`config.mk`:
```
export PLATFORM = sky130hd
export DESIGN_NAME = maj_vector_loader
export DESIGN_NICKNAME = d
export VERILOG_FILES = /design/src/rtl/maj_pkg.sv /design/src/rtl/chunk_popcount.sv /design/src/rtl/maj_vector_loader.sv
export SDC_FILE = /design/constraint.sdc
export NUM_CORES = 1
export LEC_CHECK = 0
export ABC_AREA = 1
export CORE_MARGIN = 2
export CORE_UTILIZATION = 32
export CTS_BUF_LIST = sky130_fd_sc_hd__clkbuf_8
export DETAILED_ROUTE_END_ITERATION = 8
export GPL_ROUTABILITY_DRIVEN = 0
export GPL_TIMING_DRIVEN = 0
export SLEW_MARGIN = 20
export SYNTH_ARGS = -nofsm -noshare
export SYNTH_HDL_FRONTEND = slang
export SYNTH_SLANG_ARGS = --single-unit
```
`constraint.sdc`:
```
create_clock -name clk -period 5.44 [get_ports clk]
set_clock_uncertainty 0.1 [all_clocks]
set_input_delay 1.36 -clock clk [delete_from_list [all_inputs] [get_ports clk]]
set_output_delay 1.36 -clock clk [all_outputs]
set_load 0.005 [all_outputs]
```
`src/rtl/maj_pkg.sv`:
```
// Shared types and elaboration-time helpers for the majority-core vector loader.
package maj_pkg;

    typedef enum logic [1:0] {
        ST_LOAD   = 2'd0,
        ST_SETTLE = 2'd1,
        ST_OUTPUT = 2'd2
    } state_t;

    function automatic int hw_width(input int n);
        return $clog2(n + 1);
    endfunction

    function automatic int maj_threshold(input int n);
        return (n + 1) / 2;
    endfunction

    function automatic int num_chunks(input int n, input int w);
        return (n + w - 1) / w;
    endfunction

    // Bit i of chunk k carries a vector bit only if it lands below n.
    function automatic logic chunk_bit_used(input int n, input int w, input int k, input int i);
        return ((k * w + i) < n);
    endfunction

endpackage

```
`src/rtl/chunk_popcount.sv`:
```
// Combinational population count of one (already masked) W-bit chunk.
module chunk_popcount #(
    parameter int W = 8
) (
    input  logic [W-1:0]             i_data,
    output logic [$clog2(W+1)-1:0]   o_count
);

    localparam int CW = $clog2(W + 1);

    always_comb begin
        o_count = '0;
        for (int i = 0; i < W; i++) begin
            o_count = o_count + CW'(i_data[i]);
        end
    end

endmodule

```
`src/rtl/maj_vector_loader.sv`:
```
// Assembles N-bit vectors from W-bit chunks, drives the majority core, samples its
// result after a settle window and compares it against a popcount reference.
module maj_vector_loader
    import maj_pkg::*;
#(
    parameter int N      = 65,
    parameter int W      = 8,
    parameter int SETTLE = 1,
    parameter int ERRW   = 16
) (
    input  logic                      clk,
    input  logic                      rst,
    input  logic                      in_valid,
    output logic                      in_ready,
    input  logic [W-1:0]              in_data,
    output logic [N-1:0]              x_out,
    input  logic                      maj_in,
    output logic                      out_valid,
    input  logic                      out_ready,
    output logic                      out_y,
    output logic                      out_ref,
    output logic [$clog2(N+1)-1:0]    out_hw,
    output logic                      out_mismatch,
    output logic [ERRW-1:0]           err_count
);

    localparam int HW_W = hw_width(N);
    localparam int NCH  = num_chunks(N, W);
    localparam int SW   = NCH * W;
    localparam int KW   = (NCH > 1) ? $clog2(NCH) : 1;
    localparam int SCW  = (SETTLE > 1) ? $clog2(SETTLE) : 1;
    localparam int PCW  = $clog2(W + 1);
    localparam int THR  = maj_threshold(N);

    if ((N % 2) == 0 || N < 3 || W < 1 || SETTLE < 1) begin : g_param_check
        $fatal(1, "maj_vector_loader: illegal parameters N=%0d W=%0d SETTLE=%0d", N, W, SETTLE);
    end

    state_t            r_state;
    state_t            w_state_nxt;
    logic [SW-1:0]     r_shadow;
    logic [SW-1:0]     w_shadow_nxt;
    logic [KW-1:0]     r_k;
    logic [HW_W-1:0]   r_hw_acc;
    logic [HW_W-1:0]   r_hw_lat;
    logic [SCW-1:0]    r_settle;
    logic [N-1:0]      r_x_out;
    logic              r_out_valid;
    logic              r_out_y;
    logic              r_out_ref;
    logic [HW_W-1:0]   r_out_hw;
    logic              r_out_mismatch;
    logic [ERRW-1:0]   r_err_count;

    logic              w_in_ready;
    logic              w_accept;
    logic              w_last;
    logic [W-1:0]      w_mask;
    logic [W-1:0]      w_masked;
    logic [PCW-1:0]    w_pc;
    logic [HW_W-1:0]   w_hw_sum;
    logic              w_ref_lat;
    logic              w_mismatch;

    assign w_accept   = in_valid & w_in_ready;
    assign w_last     = (r_k == KW'(NCH - 1));
    assign w_masked   = in_data & w_mask;
    assign w_hw_sum   = r_hw_acc + HW_W'(w_pc);
    assign w_ref_lat  = (r_hw_lat >= HW_W'(THR));
    assign w_mismatch = (maj_in != w_ref_lat);

    // Only the final chunk can have bits beyond N; those are dropped before store and count.
    always_comb begin
        w_mask = '0;
        for (int i = 0; i < W; i++) begin
            w_mask[i] = chunk_bit_used(N, W, int'(r_k), i);
        end
    end

    always_comb begin
        w_shadow_nxt = r_shadow;
        w_shadow_nxt[int'(r_k) * W +: W] = w_masked;
    end

    chunk_popcount #(.W(W)) u_chunk_popcount (
        .i_data  (w_masked),
        .o_count (w_pc)
    );

    always_ff @(posedge clk) begin
        if (rst) begin
            r_state <= ST_LOAD;
        end else begin
            r_state <= w_state_nxt;
        end
    end

    always_comb begin
        w_state_nxt = r_state;
        w_in_ready  = 1'b0;
        case (r_state)
            ST_LOAD: begin
                w_in_ready = ~rst;
                if (w_accept && w_last) begin
                    w_state_nxt = ST_SETTLE;
                end
            end
            ST_SETTLE: begin
                if (r_settle == '0) begin
                    w_state_nxt = ST_OUTPUT;
                end
            end
            ST_OUTPUT: begin
                if (out_ready) begin
                    w_state_nxt = ST_LOAD;
                end
            end
            default: w_state_nxt = ST_LOAD;
        endcase
    end

    always_ff @(posedge clk) begin
        if (rst) begin
            r_shadow       <= '0;
            r_k            <= '0;
            r_hw_acc       <= '0;
            r_hw_lat       <= '0;
            r_settle       <= '0;
            r_x_out        <= '0;
            r_out_valid    <= 1'b0;
            r_out_y        <= 1'b0;
            r_out_ref      <= 1'b0;
            r_out_hw       <= '0;
            r_out_mismatch <= 1'b0;
            r_err_count    <= '0;
        end else begin
            if (w_accept) begin
                r_shadow <= w_shadow_nxt;
                if (w_last) begin
                    // x_out only ever changes here, so the core sees a stable vector until the next one completes.
                    r_x_out  <= w_shadow_nxt[N-1:0];
                    r_hw_lat <= w_hw_sum;
                    r_k      <= '0;
                    r_hw_acc <= '0;
                    r_settle <= SCW'(SETTLE - 1);
                end else begin
                    r_k      <= r_k + KW'(1);
                    r_hw_acc <= w_hw_sum;
                end
            end

            if (r_state == ST_SETTLE) begin
                if (r_settle == '0) begin
                    r_out_y        <= maj_in;
                    r_out_ref      <= w_ref_lat;
                    r_out_hw       <= r_hw_lat;
                    r_out_mismatch <= w_mismatch;
                    r_out_valid    <= 1'b1;
                    if (w_mismatch && (r_err_count != {ERRW{1'b1}})) begin
                        r_err_count <= r_err_count + ERRW'(1);
                    end
                end else begin
                    r_settle <= r_settle - SCW'(1);
                end
            end

            if ((r_state == ST_OUTPUT) && out_ready) begin
                r_out_valid <= 1'b0;
            end
        end
    end

    assign in_ready     = w_in_ready;
    assign x_out        = r_x_out;
    assign out_valid    = r_out_valid;
    assign out_y        = r_out_y;
    assign out_ref      = r_out_ref;
    assign out_hw       = r_out_hw;
    assign out_mismatch = r_out_mismatch;
    assign err_count    = r_err_count;

endmodule

```
# Yosys cells after proc, flatten, opt, wreduce, memory -nomap -nowiden
# Cells that the tools add are included.
[classes] add_sub_neg=19 multipliers=0 div_mod_pow=0 magnitude_cmp=9 eq_ne=8 shift=2 mux=12 bitwise_logic=4 reduce_logical=9
[ops] operator="bitwise mux 72 bit" n=1
[ops] operator="variable shift 8 x 33 -> 72 bit (first input constant)" n=1
[ops] operator="indexed part select 8 x 33 -> 72 bit" n=1
[ops] operator="less-than comparator 8 x 7 -> 1 bit (second input constant)" n=7
[ops] operator="negation 7 -> 33 bit" n=1
[ops] operator="adder 7 x 3 -> 8 bit (second input constant)" n=4
[ops] operator="adder 4 x 1 -> 4 bit" n=6
[ops] operator="adder 16 x 1 -> 16 bit (second input constant)" n=1
[ops] operator="adder 7 x 2 -> 8 bit (second input constant)" n=2
[ops] operator="inequality test 16 bit (second input constant)" n=1
[ops] operator="adder 7 x 1 -> 8 bit (second input constant)" n=1
[ops] operator="AND 8 bit" n=1
[ops] operator="adder 7 x 4 -> 7 bit" n=1
[ops] operator="greater-or-equal comparator 7 x 6 -> 1 bit (second input constant)" n=1
[ops] operator="less-than comparator 7 bit (second input constant)" n=1
[ops] operator="2-to-1 mux 7 bit" n=1
[ops] operator="2-to-1 mux 2 bit" n=3
[ops] operator="inequality test 2 bit (second input constant)" n=3
[ops] operator="case mux 2 bit (3 select lines)" n=1
[ops] operator="AND reduction 3 bit" n=2
[ops] operator="2-to-1 mux 1 bit" n=5
[ops] operator="adder 4 x 1 -> 4 bit (second input constant)" n=1
[ops] operator="equality test 4 bit (second input constant)" n=1
[ops] operator="2-to-1 mux 4 bit" n=1
[ops] operator="other kinds (11)" n=15
[word_totals] regBits=185 latchBits=0 mem_bits_rw=0 rom_bits=0 output_inout_bits=93 memories=0

# Depth between registers and ports, before layout
# Gate-level depths: netlist of the first run.
[depth] word_depth=12 ltp_mapped=21 mapped_depth_nobuf=21

# Cells and area by module
# A second synthesis of the first run with hierarchy kept.
[unflattened] cells_unflattened=1233 area_unflattened_um2=8515.7
[modules_own_cells] module="maj_vector_loader" n_inst=1 cells_each=1204 area_each_um2=8314.2 seq_area_each_um2=3563.4
[modules_own_cells] module="chunk_popcount" n_inst=1 cells_each=29 area_each_um2=201.4 seq_area_each_um2=0.0

# Least setup slack after synthesis of the first run
# OpenSTA, ideal clock, no wires.
[synth_path] path_type="in2reg" startpoint="input in_data[0]" endpoint="register r_hw_acc[6]" setup_ns=0.070 arrival_time_ns=4.748 required_time_ns=5.270 path_slack_ns=0.521 path_stages=18 path_cell_list="a21boi_1 ha_1 inv_1 fa_1 fa_1 inv_1 fa_1 inv_1 fa_1 inv_1 fa_1 nand3_1 nand2_1 nand2_1 nor2_1 xor2_1 nand2_1 a21oi_1"
[synth_via] elab_chain_len=10
[synth_lines] item="start: declaration" line_no="maj_vector_loader.sv:15" source="input logic [W-1:0] in_data,"
[synth_lines] item="AND 8 bit" line_no="maj_vector_loader.sv:67" source="assign w_masked = in_data & w_mask;"
[synth_lines] item="adder 1 x 1 -> 2 bit" line_no="chunk_popcount.sv:14" source="o_count = o_count + CW'(i_data[i]);"
[synth_lines] item="adder 4 x 1 -> 4 bit (6 in series)" line_no="chunk_popcount.sv:14"
[synth_lines] item="adder 7 x 4 -> 7 bit" line_no="maj_vector_loader.sv:68" source="assign w_hw_sum = r_hw_acc + HW_W'(w_pc);"
[synth_lines] item="2-to-1 mux 7 bit" line_no="maj_vector_loader.sv:139" source="if (w_last) begin"
[synth_lines] item="end signal: assignment" line_no="maj_vector_loader.sv:148" source="r_hw_acc <= w_hw_sum;"
[synth_lines] item="end: declaration" line_no="maj_vector_loader.sv:44" source="logic [HW_W-1:0] r_hw_acc;"
# Every way passes these cells.
# A chain may end at the register's enable or synchronous reset.

# Worst setup path in the final report of the first run
[layout_path] startpoint="input in_data[2]" endpoint="register r_hw_acc[6]"
[layout_via] elab_chain_len=9
[layout_lines] item="AND 8 bit" line_no="maj_vector_loader.sv:67"
[layout_lines] item="adder 4 x 1 -> 4 bit (6 in series)" line_no="chunk_popcount.sv:14"
[layout_lines] item="adder 7 x 4 -> 7 bit" line_no="maj_vector_loader.sv:68"
[layout_lines] item="2-to-1 mux 7 bit" line_no="maj_vector_loader.sv:139"
# Every way passes these cells.

==> flow_summary.json, run 1 <==
{
  "synth_edf_count": 0,
  "antenna_found_initial": 0,
  "ys_top_cells_by_area": "dfxtp_1 (42%), nand2_1 (12%), inv_1 (7.0%)",
  "wirelength_um": 24600,
  "ys_seq_elements": 178,
  "htree_levels": 4,
  "synth-seq-area-share_pct": 41.5,
  "drv_cap": 0,
  "post-route-util_pct": 40.0,
  "net-switching-power_uw": 780,
  "p_int_uw": 1840,
  "fin_ws_ns": 0.238,
  "grt_usage_pct": 17.4,
  "ios": 106,
  "fill_cells": 2742,
  "fin_crit_ns": 5.20,
  "synth_flop_cell": "dfxtp_1",
  "ys_warn_count": 0,
  "overflow": 0,
  "syn-num-nets": 1235,
  "yosysTopAreaCell": "dfxtp_1",
  "routedWlPerCell_um": 14.7,
  "die_y_um": 168,
  "dp_hpwl_um": 18300,
  "grt_pass1_wl_um": 39300,
  "cts_made_buffers": 17,
  "synth_most_common_cell": "nand2_1",
  "cts_tree": "done",
  "leakagePower_uw": 0.00474,
  "post-route-drc-count": 0,
  "comb_power_share_pct": 11.9,
  "netlist_area_um2": 8580,
  "drv_slew": 0,
  "arrival_ns": 5.52,
  "fin_crit_sh_pct": 95.6,
  "hold_path.class": "flop to flop",
  "tightestPinTransition_ns": 0.714,
  "vdd_drop_max_mv": 0.117,
  "yosys.area.top_type_share_pct": 41.5,
  "insertion_delay_ns": 0.48,
  "die_w_um": 168,
  "vias": 8026,
  "numPortBuffers": 104,
  "coreArea_um2": 26200,
  "final_layout_size_suffix_gt1_share_pct": 7.76,
  "critPathKind": "input port to flop",
  "grt_pass1_vias": 7466,
  "p_seq_share_pct": 51.6,
  "worstPathMaxFanout": 3,
  "avgViaCountPerCell": 4.79,
  "setup_tns_ns": 0,
  "path_clk_slew_ns": 0.11,
  "dp_slack_ns": -0.429,
  "fmax_mhz": 192,
  "pwr-share-clk_pct": 36.4,
  "layout.nets": 1359,
  "slew_headroom_pct": 52.4,
  "n_antenna_cell": 0,
  "initial_core_util_pct": 32.7,
  "drt_iter0_markers": 461,
  "postRouteAntennaNets": 0,
  "status": "finished clean",
  "synth.avg_cell_area_um2": 7.13,
  "synthCells": 1203,
  "area_delta_synth_final_pct": 22.2,
  "required_ns": 5.76,
  "rsz0062_at_grt": "no",
  "rows": 59,
  "ys_types": 39,
  "end_kind": "flop",
  "total_power_uw": 2620,
  "grt_max_degree": 19,
  "p_per_area_nw_per_um2": 250,
  "yosys-top-cells-count": "nand2_1 (284), dfxtp_1 (178), inv_1 (160)",
  "p_sw_share_pct": 29.7,
  "finalSetupViolCount": 0,
  "cts_buffer_depth": 2,
  "async_reset_ff_share_pct": 0,
  "firstDrtPassIters": 5,
  "cts_sinks": 178,
  "finalHoldViolCount": 0,
  "die-area_um2": 28100,
  "root_buffer": "clkbuf_8",
  "cp-start-kind": "input port"
}
==> registers in the layout (all words and copies together) (netlist names) <==
signal        count
err_count        16
out_hw            7
out_mismatch      1
out_ref           1
out_valid         1
out_y             1
r_hw_acc          7
r_hw_lat          7
r_k               4
r_settle          1
r_shadow         65
r_state           2
x_out            65
==> power groups by stage <==
stage	logic, µW	clock network (µW)	registers [µW]
6_report	312	956	1360
5_1_grt	353	1020	1360
4_1_cts	307	978	1350
3_5_place_dp	306	0	1380
3_3_place_gp	302	0	1380
2_1_floorplan	221	0	1380
==> stage by stage <==
step	hold WS [ns]	area (µm²)	instances
3_5_place_dp	0.343	10000	1642
3_3_place_gp	0.346	10000	1642
6_report	0.366	10500	1675
2_1_floorplan	0.344	8580	1203
4_1_cts	0.369	10400	1674
5_1_grt	0.386	10500	1675
==> layout make-up <==
cell class / instances / area [µm²] / share of cell area (%)
Tap cell: 335 / 419 / 4.00
Sequential cell: 178 / 3560 / 34.0
Timing Repair Buffer: 105 / 1050 / 10.0
Inverter: 171 / 642 / 6.13
Clock inverter: 14 / 161 / 1.54
Multi-Input combinational cell: 791 / 4070 / 38.8
Clock buffer: 18 / 248 / 2.36
Buffer: 63 / 324 / 3.09
==> metal layers <==
metal | wire length, µm | share of wire (%) | global-route usage [%] | vias up
met4 | 444 | 1.8 | 5.44 | 0
met2 | 11100 | 45 | 27.7 | 185
met3 | 1100 | 4.5 | 2.79 | 26
met1 | 11900 | 49 | 24.3 | 3690
met5 | 0 | 0 | 0 | -
li1 | - | - | - | 4125
==> kinds of logic (layout without fill, tap and decap cells) <==
group | count (synthesis) | count (layout) | share of synthesized area (%)
AO/OA/AOI/OAI | 289 | 289 | 18.6
XOR/XNOR | 12 | 12 | 1.23
adder cells (fa/ha/maj) | 19 | 19 | 3.21
buffers and inverters | 234 | 371 | 11.3
flip-flops | 178 | 178 | 41.5
AND/OR/NAND/NOR | 471 | 471 | 24.1
==> final timing paths <==
| kind | depth (start not counted) | slack [ns] | from | end |
|---|---|---|---|---|
| max | 19 | 0.24 | in_data[2] | r_hw_acc[6]$_SDFFE_PP0P_ |
| min | 2 | 0.37 | x_out[22]$_SDFFE_PP0P_ | x_out[22]$_SDFFE_PP0P_ |
| max reg2reg | 21 | 0.38 | r_k[0]$_SDFFE_PP0P_ | r_hw_acc[6]$_SDFFE_PP0P_ |
| min reg2reg | 2 | 0.37 | x_out[22]$_SDFFE_PP0P_ | x_out[22]$_SDFFE_PP0P_ |
==> worst max-delay path: stages <==
cell,delay [ns]
clkdlybuf4s50_1,0.51
inv_1,0.05
nor2_1,0.28
inv_1,0.13
fa_1,0.51
fa_1,0.56
inv_1,0.07
fa_1,0.45
inv_1,0.08
fa_1,0.42
inv_2,0.09
fa_2,0.22
nand3_1,0.08
nand2_1,0.10
nand2_1,0.07
nor2_1,0.12
xor2_1,0.21
nand2_1,0.08
a21oi_1,0.12
==> layout by cell type, fill, tap and decap left out, types with 9 or more instances in the layout <==
cell / n
nand2_1: 284
nor2_1: 52
nand4_1: 28
nand3_1: 70
clkbuf_8: 18
clkdlybuf4s50_1: 103
o21bai_1: 18
ha_1: 14
inv_2: 9
inv_1: 159
xor2_1: 9
buf_2: 19
clkbuf_1: 27
nor2_2: 9
a21oi_1: 81
o21ai_0: 88
a31oi_1: 10
o21a_1: 19
o21ai_1: 61
dfxtp_1: 178
==> repair_timing <==
action,CTS,global route
setup endpoints to repair,0,6
setup buffers,0,1
hold buffers,0,0
gates resized for setup,0,7
Power figures use the tool's default switching activity.
==> run 2: changes to the inputs <==
--- a/config.mk
+++ b/config.mk
@@ -12,6 +12,7 @@
 export DETAILED_ROUTE_END_ITERATION = 8
 export GPL_ROUTABILITY_DRIVEN = 0
 export GPL_TIMING_DRIVEN = 0
+export HOLD_SLACK_MARGIN = 0.1
 export SLEW_MARGIN = 20
 export SYNTH_ARGS = -nofsm -noshare
 export SYNTH_HDL_FRONTEND = slang
==> results of run 2 <==
Same layout as run 1: the final DEF is identical, and so are final timing and power.
==> run 3: changes to the inputs <==
--- a/config.mk
+++ b/config.mk
@@ -6,6 +6,7 @@
 export NUM_CORES = 1
 export LEC_CHECK = 0
 export ABC_AREA = 1
+export CORE_ASPECT_RATIO = 0.75
 export CORE_MARGIN = 2
 export CORE_UTILIZATION = 32
 export CTS_BUF_LIST = sky130_fd_sc_hd__clkbuf_8
==> flow_summary.json, run 3 (synthesis gave the netlist of run 1 again) <==
{
  "status": "finished clean",
  "n_antenna_cell": 0,
  "finalNonFillerCells": 1684,
  "setup_tns_ns": 0,
  "worst_hold_path.endpoint": "x_out[12]$_SDFFE_PP0P_",
  "final_common_cell": "nand2_1",
  "vias": 8081,
  "die-area_um2": 28100,
  "layout.nets": 1359,
  "final_area_um2": 10500,
  "avgViaCountPerCell": 4.80,
  "insertion_delay_ns": 0.49,
  "drv_slew": 0,
  "post-route-drc-count": 0,
  "dp_hpwl_um": 18900,
  "htree_levels": 4,
  "r2r-end": "r_hw_acc[6]$_SDFFE_PP0P_",
  "final_layout_size_suffix_gt1_share_pct": 7.84,
  "path_clk_slew_ns": 0.11,
  "die_w_um": 193,
  "cts_made_buffers": 17,
  "cts_tree": "done",
  "cts_buffer_depth": 2,
  "end_kind": "flop",
  "finalHoldViolCount": 0,
  "grt_usage_pct": 18.1,
  "min_from": "x_out[12]$_SDFFE_PP0P_",
  "tightestPinTransition_ns": 0.702,
  "worstPathMaxFanout": 3,
  "slew_headroom_pct": 53.2,
  "fmax_mhz": 190,
  "numPortBuffers": 104,
  "whs_path_depth": 2,
  "fin_crit_sh_pct": 96.6,
  "fin_crit_ns": 5.26,
  "rsz0062_at_grt": "no",
  "cp-start-kind": "input port",
  "root_buffer": "clkbuf_8",
  "grt_pass1_wl_um": 40000,
  "layout_common_cells": "nand2_1 (284), dfxtp_1 (178), inv_1 (159)",
  "firstDrtPassIters": 5,
  "drv_cap": 0,
  "r2r-start": "r_k[0]$_SDFFE_PP0P_",
  "grt_pass1_vias": 7252,
  "p_per_area_nw_per_um2": 247,
  "dp.cells": 1651,
  "antenna_found_initial": 0,
  "arrival_ns": 5.58,
  "ios": 106,
  "area_delta_synth_final_pct": 22.0,
  "finalSetupViolCount": 0,
  "die_y_um": 146,
  "leakagePower_uw": 0.00472,
  "postRouteAntennaNets": 0,
  "routedWlPerCell_um": 15.0,
  "drt_iter0_markers": 570,
  "required_ns": 5.77,
  "rows": 51,
  "initial_core_util_pct": 32.8,
  "wirelength_um": 25300,
  "post-route-util_pct": 40.0,
  "overflow": 0,
  "r2r_slack_ns": 0.32,
  "coreArea_um2": 26200,
  "r2r_cells": 21,
  "hold_path.class": "flop to flop",
  "cts_sinks": 178,
  "cts_hold_buf": 0,
  "grt_max_degree": 18,
  "critPathKind": "input port to flop",
  "vdd_drop_max_mv": 0.136,
  "place_area_um2": 10000
}
## run 3: cell types whose count changed in the layout (fill, tap and decap cells not counted), sizes merged
cell      previous run  this run
bufinv               1         0
clkinvlp             0         2
clkinv               8         6
clkbuf              45        46
## run 3: through the flow
step                      total power, µW  setup WS (ns)  hold WS, ns
after floorplan                      1600          0.521        0.344
after global placement               1680         -0.528        0.345
after detailed placement             1690         -0.564        0.341
after CTS                            2600         0.0317        0.364
after global routing                 2710         0.0139        0.376
final                                2580          0.182        0.359
## run 3: worst max-delay path by stage
stage                           from                  endpoint  slack, ns  depth (start not counted)
after floorplan           in_data[0]  r_hw_acc[6]$_SDFFE_PP0P_       0.52                         18
after global placement    in_data[1]  r_hw_acc[6]$_SDFFE_PP0P_      -0.53                         20
after detailed placement  in_data[1]  r_hw_acc[6]$_SDFFE_PP0P_      -0.56                         20
after CTS                 in_data[0]  r_hw_acc[6]$_SDFFE_PP0P_       0.03                         19
after global routing      in_data[1]  r_hw_acc[6]$_SDFFE_PP0P_       0.01                         20
final                     in_data[1]  r_hw_acc[6]$_SDFFE_PP0P_       0.18                         20
## run 3: critical path: stages
cell	delay, ns
clkdlybuf4s50_1	0.52
inv_1	0.10
nor2_4	0.13
ha_1	0.23
inv_1	0.08
fa_1	0.41
fa_1	0.57
inv_1	0.07
fa_1	0.45
inv_1	0.09
fa_1	0.42
inv_2	0.09
fa_2	0.21
nand3_1	0.08
nand2_1	0.11
nand2_1	0.06
nor2_1	0.13
xor2_1	0.26
nand2_1	0.08
a21oi_1	0.12
## run 3: layout make-up
cell class | count | area (µm²)
Buffer | 63 | 324
Inverter | 171 | 642
Timing Repair Buffer | 105 | 1050
Sequential cell | 178 | 3560
Clock inverter | 13 | 118
Tap cell | 344 | 430
Fill cell | 2713 | 15700
Clock buffer | 19 | 262
Multi-Input combinational cell | 791 | 4070
## run 3: routing by layer
layer / global-route usage [%] / vias to the layer above / part of all wire (%)
li1: - / 4150 / -
met1: 28.0 / 3687 / 52
met2: 24.7 / 218 / 40
met3: 4.56 / 26 / 6.6
met4: 4.09 / 0 / 1.3
met5: 0 / - / 0
## run 3: timing repair
| action | CTS | global route |
|---|---|---|
| endpoints found under the hold margin | 0 | 0 |
| endpoints found under the setup margin | 1 | 3 |
| resized for setup | 1 | 7 |
| pin swaps | 0 | 2 |
| setup buffers | 0 | 1 |
## run 3: where the power goes
part / switching [µW] / internal, µW
Sequential: 17.1 / 1340
Combinational: 210 / 106
Clock: 554 / 359
